`config.mk`:
```
export PLATFORM = sky130hd
export DESIGN_NAME = dmem_ctrl
export DESIGN_NICKNAME = d
export VERILOG_FILES = /design/src/rtl/dmem_ctrl.sv
export SDC_FILE = /design/constraint.sdc
export NUM_CORES = 1
export LEC_CHECK = 0
export CAP_MARGIN = 25
export CORE_MARGIN = 1.5
export CORE_UTILIZATION = 37
export CTS_CLUSTER_DIAMETER = 30
export DETAILED_ROUTE_END_ITERATION = 16
export HOLD_SLACK_MARGIN = 0.12
export PLACE_DENSITY_LB_ADDON = 0.15
export SLEW_MARGIN = 20
export SYNTH_ARGS = -nofsm -noshare
export SYNTH_HDL_FRONTEND = slang
export SYNTH_SLANG_ARGS = --single-unit
```
`constraint.sdc`:
```
create_clock -name clk -period 1.7 [get_ports clk]
set_input_delay 0.17 -clock clk [delete_from_list [all_inputs] [get_ports clk]]
set_output_delay 0.17 -clock clk [all_outputs]
set_load 0.02 [all_outputs]
```
`src/rtl/dmem_ctrl.sv`:
```
// Data-memory access controller: turns single-cycle core load/store requests into a
// held memory request, stalling the core until acknowledge or a bounded timeout.
module dmem_ctrl #(
    parameter int DATA_W  = 32,
    parameter int ADDR_W  = 32,
    parameter int TIMEOUT = 16
) (
    input  logic              clk,
    input  logic              rst,
    input  logic              i_read_en,
    input  logic              i_write_en,
    input  logic [ADDR_W-1:0] i_addr,
    input  logic [DATA_W-1:0] i_wdata,
    output logic [DATA_W-1:0] o_rdata,
    output logic              o_stall,
    output logic              o_mem_req,
    output logic              o_mem_we,
    output logic [ADDR_W-1:0] o_mem_addr,
    output logic [DATA_W-1:0] o_mem_wdata,
    input  logic              i_mem_ack,
    input  logic [DATA_W-1:0] i_mem_rdata,
    output logic              o_err
);

    // state | meaning
    // IDLE  | waiting for a core load/store; captures the access when one appears
    // REQ   | memory request held; waiting for ack or timeout
    // DONE  | single completion cycle, stall released, core inputs ignored
    typedef enum logic [1:0] {
        IDLE = 2'd0,
        REQ  = 2'd1,
        DONE = 2'd2
    } state_t;

    localparam int         CNT_W   = 8;
    localparam logic [7:0] CNT_END = CNT_W'(TIMEOUT - 1);

    state_t              state_q, state_d;
    logic [CNT_W-1:0]    cnt_q, cnt_d;
    logic [ADDR_W-1:0]   addr_q, addr_d;
    logic [DATA_W-1:0]   wdata_q, wdata_d;
    logic                we_q, we_d;
    logic [DATA_W-1:0]   rdata_q, rdata_d;
    logic                err_q, err_d;
    logic                req_any;

    assign req_any = i_read_en | i_write_en;

    always_ff @(posedge clk) begin
        if (!rst) begin
            state_q <= IDLE;
            cnt_q   <= '0;
            addr_q  <= '0;
            wdata_q <= '0;
            we_q    <= 1'b0;
            rdata_q <= '0;
            err_q   <= 1'b0;
        end else begin
            state_q <= state_d;
            cnt_q   <= cnt_d;
            addr_q  <= addr_d;
            wdata_q <= wdata_d;
            we_q    <= we_d;
            rdata_q <= rdata_d;
            err_q   <= err_d;
        end
    end

    always_comb begin
        state_d = state_q;
        cnt_d   = cnt_q;
        addr_d  = addr_q;
        wdata_d = wdata_q;
        we_d    = we_q;
        rdata_d = rdata_q;
        err_d   = err_q;
        case (state_q)
            IDLE: begin
                if (req_any) begin
                    // a simultaneous read+write is issued as a store
                    addr_d  = i_addr;
                    wdata_d = i_wdata;
                    we_d    = i_write_en;
                    cnt_d   = '0;
                    state_d = REQ;
                end
            end
            REQ: begin
                if (i_mem_ack) begin
                    if (!we_q) rdata_d = i_mem_rdata;
                    state_d = DONE;
                end else if (cnt_q == CNT_END) begin
                    // counter would reach TIMEOUT this cycle; ack above takes priority
                    err_d = 1'b1;
                    if (!we_q) rdata_d = '0;
                    state_d = DONE;
                end else begin
                    cnt_d = cnt_q + 1'b1;
                end
            end
            DONE: begin
                state_d = IDLE;
            end
            default: begin
                state_d = IDLE;
            end
        endcase
    end

    // rst gates stall/request immediately since the register reset is synchronous
    assign o_stall     = rst & (((state_q == IDLE) & req_any) | (state_q == REQ));
    assign o_mem_req   = rst & (state_q == REQ);
    assign o_mem_we    = we_q;
    assign o_mem_addr  = addr_q;
    assign o_mem_wdata = wdata_q;
    assign o_rdata     = rdata_q;
    assign o_err       = err_q;

endmodule

```
==> metrics <==
status=finished, final reports clean; Die Ht=109.5 µm; IO Pins=201; yosys warns=0; Placer Congestion=0.7408; die area=0.01200 mm²; placed inst area=0.006401 mm²; Final ANT Viol Nets=0; Avg WL per Cell=14.22 µm; Core Box Area=0.01094 mm²; Pins Over Slew Limit=0; Synth Register Bits=108; CP cell instances=nand3b_1 > buf_4 > buf_4 > a211oi_4 > a41oi_1 > a31oi_1; vias in the first global route=3849; total grt overflow=0; Fmax=635.5 MHz; via count=4039; Post-Route WL=11.84 mm; CTS HTree Levels=3; PwrDens=930.0 mW/mm²; DP Cell Count=816; Max IR drop VDD=0.0004912 V; Crit path max-delay family=compound AO/OA/AOI/OAI gates; R2R setup slack=130 ps; Residual DRC=0; CTS Buffer Depth=2; first-pass GRT wire length=18.35 mm; setup violators final=0; multi-input logic area=0.001869 mm²; HPWL after DPL=8.201 mm; Area contributors post-synth=dfxtp_1 51%, nand2_1 15%, a21boi_0 12%; relative slew slack=56.39%; final worst setup slack=126.3 ps; CTS tree=done; Worst Setup End Kind=register; Leak=2.486 nW; Syn Inst Count=492; crit share post-route=92.57%; Avg Inst Size Synth=8.535 µm²; CP max stage cell=dfxtp_1; clk sinks=108; area delta synth->final=59.45%; die width=109.5 µm; initial antenna violation count=0; Pwr Total=6.226 mW; First-pass DRT Iterations=4; DRT iter0 DRCs=237; crit path DAT=1830 ps; Synth top area share=51.49%; number of max-cap violations=0; hold slack=268.8 ps; RSZ-0062 raised after global routing=no; Syn Std Cell Area=0.004199 mm²; syn_nets=594; largest net degree at the start of global routing=80; final setup skew=7.243 ps; dominant cell type by area after synthesis=dfxtp_1; Unique masters post-synth=36; Required @ worst endpoint=1960 ps; crit path max fanout=4; # fillers=972; critical path's largest stage delay=340 ps; total CTS buffers=9; latest clock arrival within the worst-skew pair=340 ps; Least-Margin Pin Slew=654.2 ps; fin crit period=1574 ps; worst min path class=primary input to register; Setup crit start kind=register; Hold Fails Final Rpt=0; sequential fraction of the synthesis area=51.49%; std cell rows=38; non-filler cells, final=833; most used cell, CP=buf_4; Final #Nets=790; Root Driver=clkbuf_16; CTS clock-pin slew for the worst setup and hold paths=70 ps; gr usage total=19.52%; Hold-fix buffers, CTS=0; fraction of layout cells with a size suffix above 1=6.926%; flip-flop and latch area=0.002163 mm²; ant diodes=0; pre-CTS WS=-34.53 ps; initial core utilization=38.40%; Via-to-Cell Ratio=4.849; Buffers on Ports=200; buffer and inverter count on the worst path=2; Final Instance Area=0.006695 mm²; Crit Path Category=register to register
-- flip-flops by register name, indices dropped and copies added (netlist names) --
name         flops
o_mem_addr      32
state_q          2
o_rdata         32
cnt_q            8
o_err            1
o_mem_wdata     32
o_mem_we         1
-- cell usage in the layout, fill, tap and decap left out, types with 2 or more instances in the layout --
| cell type | synthesis | routed |
|---|---|---|
| nor2_1 | 5 | 4 |
| buf_4 | 2 | 16 |
| a21boi_0 | 66 | 66 |
| clkdlybuf4s50_1 | 0 | 197 |
| and3_1 | 2 | 2 |
| buf_12 | 0 | 4 |
| a21oi_2 | 2 | 2 |
| o21ai_0 | 34 | 34 |
| clkbuf_8 | 0 | 2 |
| clkbuf_1 | 21 | 2 |
| dfxtp_1 | 108 | 107 |
| a31oi_1 | 5 | 5 |
| clkbuf_16 | 0 | 9 |
| a41oi_1 | 3 | 3 |
| nand3_1 | 6 | 6 |
| nor2b_1 | 2 | 2 |
| inv_1 | 4 | 4 |
| a21oi_1 | 2 | 2 |
| nand2_1 | 172 | 172 |
| a21boi_1 | 30 | 30 |
-- metrics by stage --
stage	TNS, ps	util, %
6_report	0	61.22
3_5_place_dp	-34.53	58.54
5_1_grt	0	61.22
2_1_floorplan	0	-
4_1_cts	0	61.16
3_3_place_gp	-5.095	58.54
-- cell type report --
type | count | area share, %
Tap cell | 140 | 2.616
Inverter | 4 | 0.2243
Clock inverter | 3 | 0.3177
Multi-Input combinational cell | 345 | 27.92
Sequential cell | 108 | 32.31
Clock buffer | 13 | 3.887
Timing Repair Buffer | 220 | 32.72
-- final timing paths --
kind                                   endpoint       startpoint  cells past startpoint
worst max-delay path                   cnt_q[6]       state_q[1]                      6
worst min-delay path                 state_q[0]              rst                      4
worst max register to register         cnt_q[6]       state_q[1]                      6
worst min register to register  o_mem_wdata[15]  o_mem_wdata[15]                      2
-- cells in the mapped netlist --
master / count
dfxtp_1: 108
a21boi_0: 66
o21ai_0: 34
a21oi_2: 2
a311o_2: 1
nor2_1: 5
nor3_1: 1
nand3b_1: 1
nor4_4: 1
a32o_1: 1
o21a_1: 1
nor2_4: 1
buf_1: 1
clkbuf_1: 21
o22ai_1: 1
a21o_1: 1
and3_1: 2
buf_4: 2
clkbuf_2: 3
nand3_1: 6
and4_1: 1
nand2_1: 172
a41oi_1: 3
buf_6: 3
a22oi_1: 1
buf_2: 5
a21boi_1: 30
a31oi_1: 5
a211oi_2: 1
o21ai_2: 1
a21oi_1: 2
ha_1: 1
or3b_4: 1
nor2b_1: 2
nand2_2: 1
inv_1: 4
-- worst min-delay path, cell delays in order --
cell	delay (ps)
buf_2	150
nand2_1	100
buf_4	110
nand2_1	40
-- power breakdown --
part	total [mW]	internal, mW	switching, mW
registers	2.80	2.71	0.0908
clock network	1.97	1.08	0.897
logic	1.45	0.721	0.728
total	6.23	4.51	1.72
-- cells by family after synthesis --
kind of cell / count (synthesis) / synth area share, %
AO/OA/AOI/OAI: 150 / 24.94
adder cells (fa/ha/maj): 1 / 0.2979
buffers and inverters: 39 / 4.439
flip-flops: 108 / 51.49
AND/OR/NAND/NOR: 194 / 18.83
-- routing by layer --
| layer | track usage [%] | vias to the layer above | share of wire (%) |
|---|---|---|---|
| li1 | - | 2023 | - |
| met1 | 22.38 | 1863 | 41 |
| met2 | 33.58 | 131 | 50 |
| met3 | 5.335 | 22 | 7.4 |
| met4 | 9.184 | 0 | 2.2 |
| met5 | 0 | - | 0 |
-- repair_timing --
| action | in CTS | in global routing |
|---|---|---|
| gates resized for setup | 2 | 5 |
| endpoints found under the setup margin | 2 | 3 |
| buffers inserted | 1 | 0 |
| pin swaps | 1 | 1 |
Note: power is estimated with default switching activity, not from simulation.
==> variant (same flow settings) <==
Encoding of `state_t`: now one-hot (3 bits for 3 states).
--- a/src/rtl/dmem_ctrl.sv
+++ b/src/rtl/dmem_ctrl.sv
@@ -27,8 +27,8 @@
     // REQ   | memory request held; waiting for ack or timeout
     // DONE  | single completion cycle, stall released, core inputs ignored
-    typedef enum logic [1:0] {
-        IDLE = 2'd0,
-        REQ  = 2'd1,
-        DONE = 2'd2
+    typedef enum logic [2:0] {
+        IDLE = 3'b001,
+        REQ  = 3'b010,
+        DONE = 3'b100
     } state_t;
 
Formal check against the unedited RTL: no difference found for any inputs over 10 cycles, from zero or initial values and one cycle with rst low; not proved beyond that.
==> variant against the unedited design <==
- global-route usage increased by 0.77 points
- critical path depth unchanged
- synthesized area down 4.0%
- cell area down 2.5%
- sequential cell count increased by 1
- worst setup slack got worse by 0.059 ns
- largest power group unchanged
- synthesized cell count rose by 0.61%
- clock skew is 0.0035 ns higher
- sequential power is essentially flat
- routed wire length rose by 0.84%
- power down 8.5%
- sequential share of layout area rose by 1.2 points
- highest routed layer unchanged
==> variant: results (changes against the unedited design) <==
- Clock Latency Late Sink: 0.36 ns (+0.02 ns)
- Worst-Margin Slew: 0.407 ns (-0.247 ns)
- Post-placement cell count: 818 (+0.25%)
- Synth Area in Compound Gates: 0.196 (-0.0533)
- Main area contributors after synthesis: dfxtp_1, nand2_1, a21oi_1, o21ai_0, clkbuf_1
- Total track usage: 0.203 (+0.00769)
- Bufs w/o clock: 225 (+2.3%)
- Met3 Wirelength: 748 microns (-15%)
- Clock buffer cells: 10 (-3)
- Vias in the first global route: 3871 (+0.57%)
- CP max FO: 16 (+12)
- Net count after synthesis: 597 (+0.51%)
- Top Layer Used: met4
- Grt met1 use: 0.238 (+0.0139)
- Mux share of post-synthesis cell area: 0.00496 (+0.00496)
- Met2 Use GR: 0.357 (+0.0213)
- Worst path max stage delay: 0.54 ns (+0.20 ns)
- Met2 wire length: 5960 microns (+1.4%)
- Synth top cells by count: nand2_1, dfxtp_1, a21oi_1
- Maximum VDD drop: 0.532 mV (+8.4%)
- P_clk: 1.50 mW (-24%)
- Largest net degree at the start of global routing: 64 (-20%)
- Finished Layout Cells: 834 (+0.12%)
- GP Congestion: 0.784 (+5.8%)
- Multi-input combinational area share: 0.258 (-0.0213)
- Worst clock skew: 0.0107 ns (+0.00346 ns)
- Dpl hpwl: 8390 microns (+2.3%)
- Initial drt markers: 183 (-23%)
- Ratio of cells with drive above 1 in the final layout: 0.0817 (+0.0124)
- Final Net Count: 796 (+0.76%)
- Post CTS Setup Buffer Count: 0 (-1)
- Via density: 4.91 (+1.4%)
- First-pass GRT wire length: 18500 microns (+1.1%)
- Fill count: 950 (-2.3%)
- Synth Register Bits: 109 (+0.93%)
- Ys flop type: dfxtp_1
- Clock transition at path regs: 0.10 ns (+0.03 ns)
- Leakage power: 2.40 nW (-3.5%)
- Outcome: completed
- P_seq: 2.81 mW (about the same)
- Root Buffer: clkbuf_8
- Switch Pwr: 1.62 mW (-5.5%)
- FF+latch area: 0.00219 sq mm (+1.1%)
- CP arrival: 1.93 ns (+0.10 ns)
- Post-Synth Adder-Cell Area: 0.00310 (+0.000123)
- Hold path depth: 3 (-1)
## variant: cell count changes in the layout (fill, tap and decap cells not counted), sizes merged, moves of 3 or more
cell    delta
a21boi    -95
a21oi     +95
a31o       +3
a31oi      -5
a41oi      -3
and4b      +3
buf        +4
clkbuf     -3
nand2      -7
nand3      -4
nor2       +5
## variant: per-stage QoR
step                      area (sq um)  utilization  TNS [ns]  power (mW)  worst slack [ns]
after global placement            6290        0.602   -0.0824        4.23           -0.0824
after detailed placement          6290        0.602   -0.0837        4.25           -0.0837
final                             6530        0.624         0        5.70            0.0673
after global routing              6530        0.624  -0.00385        5.99          -0.00385
after floorplan                   4030            -         0        3.51             0.194
after CTS                         6480        0.619         0        5.76            0.0141
## variant: worst paths after layout
kind                            slack [ns]      startpoint              to
worst max-delay path                  0.07      state_q[0]     o_rdata[25]
worst min-delay path                  0.34  i_mem_rdata[9]      o_rdata[9]
worst max register to register        0.07      state_q[0]     o_rdata[25]
worst min register to register        0.46  o_mem_addr[25]  o_mem_addr[25]
## variant: kinds of logic (layout without fill, tap and decap cells)
| kind of cell | count (synthesis) | in the layout |
|---|---|---|
| DFF | 109 | 109 |
| buffers and inverters | 41 | 244 |
| adders and majority gates | 1 | 1 |
| and+or+nand+nor | 194 | 194 |
| AOI/OAI and AO/OA | 148 | 148 |
| muxes | 2 | 2 |
## variant: worst max-delay path, delay by kind of cell, from the launching register on
family | cells | cell delay [ns]
DFF | 1 | 0.35
and+or+nand+nor | 3 | 0.76
buffers and inverters | 2 | 0.31
AOI/OAI and AO/OA | 1 | 0.14
## variant: timing repair
item                       in CTS  in global routing
setup endpoints to repair       2                 17
hold buffers                    0                  0
resized for setup               8                 10
gates cloned                    0                  1
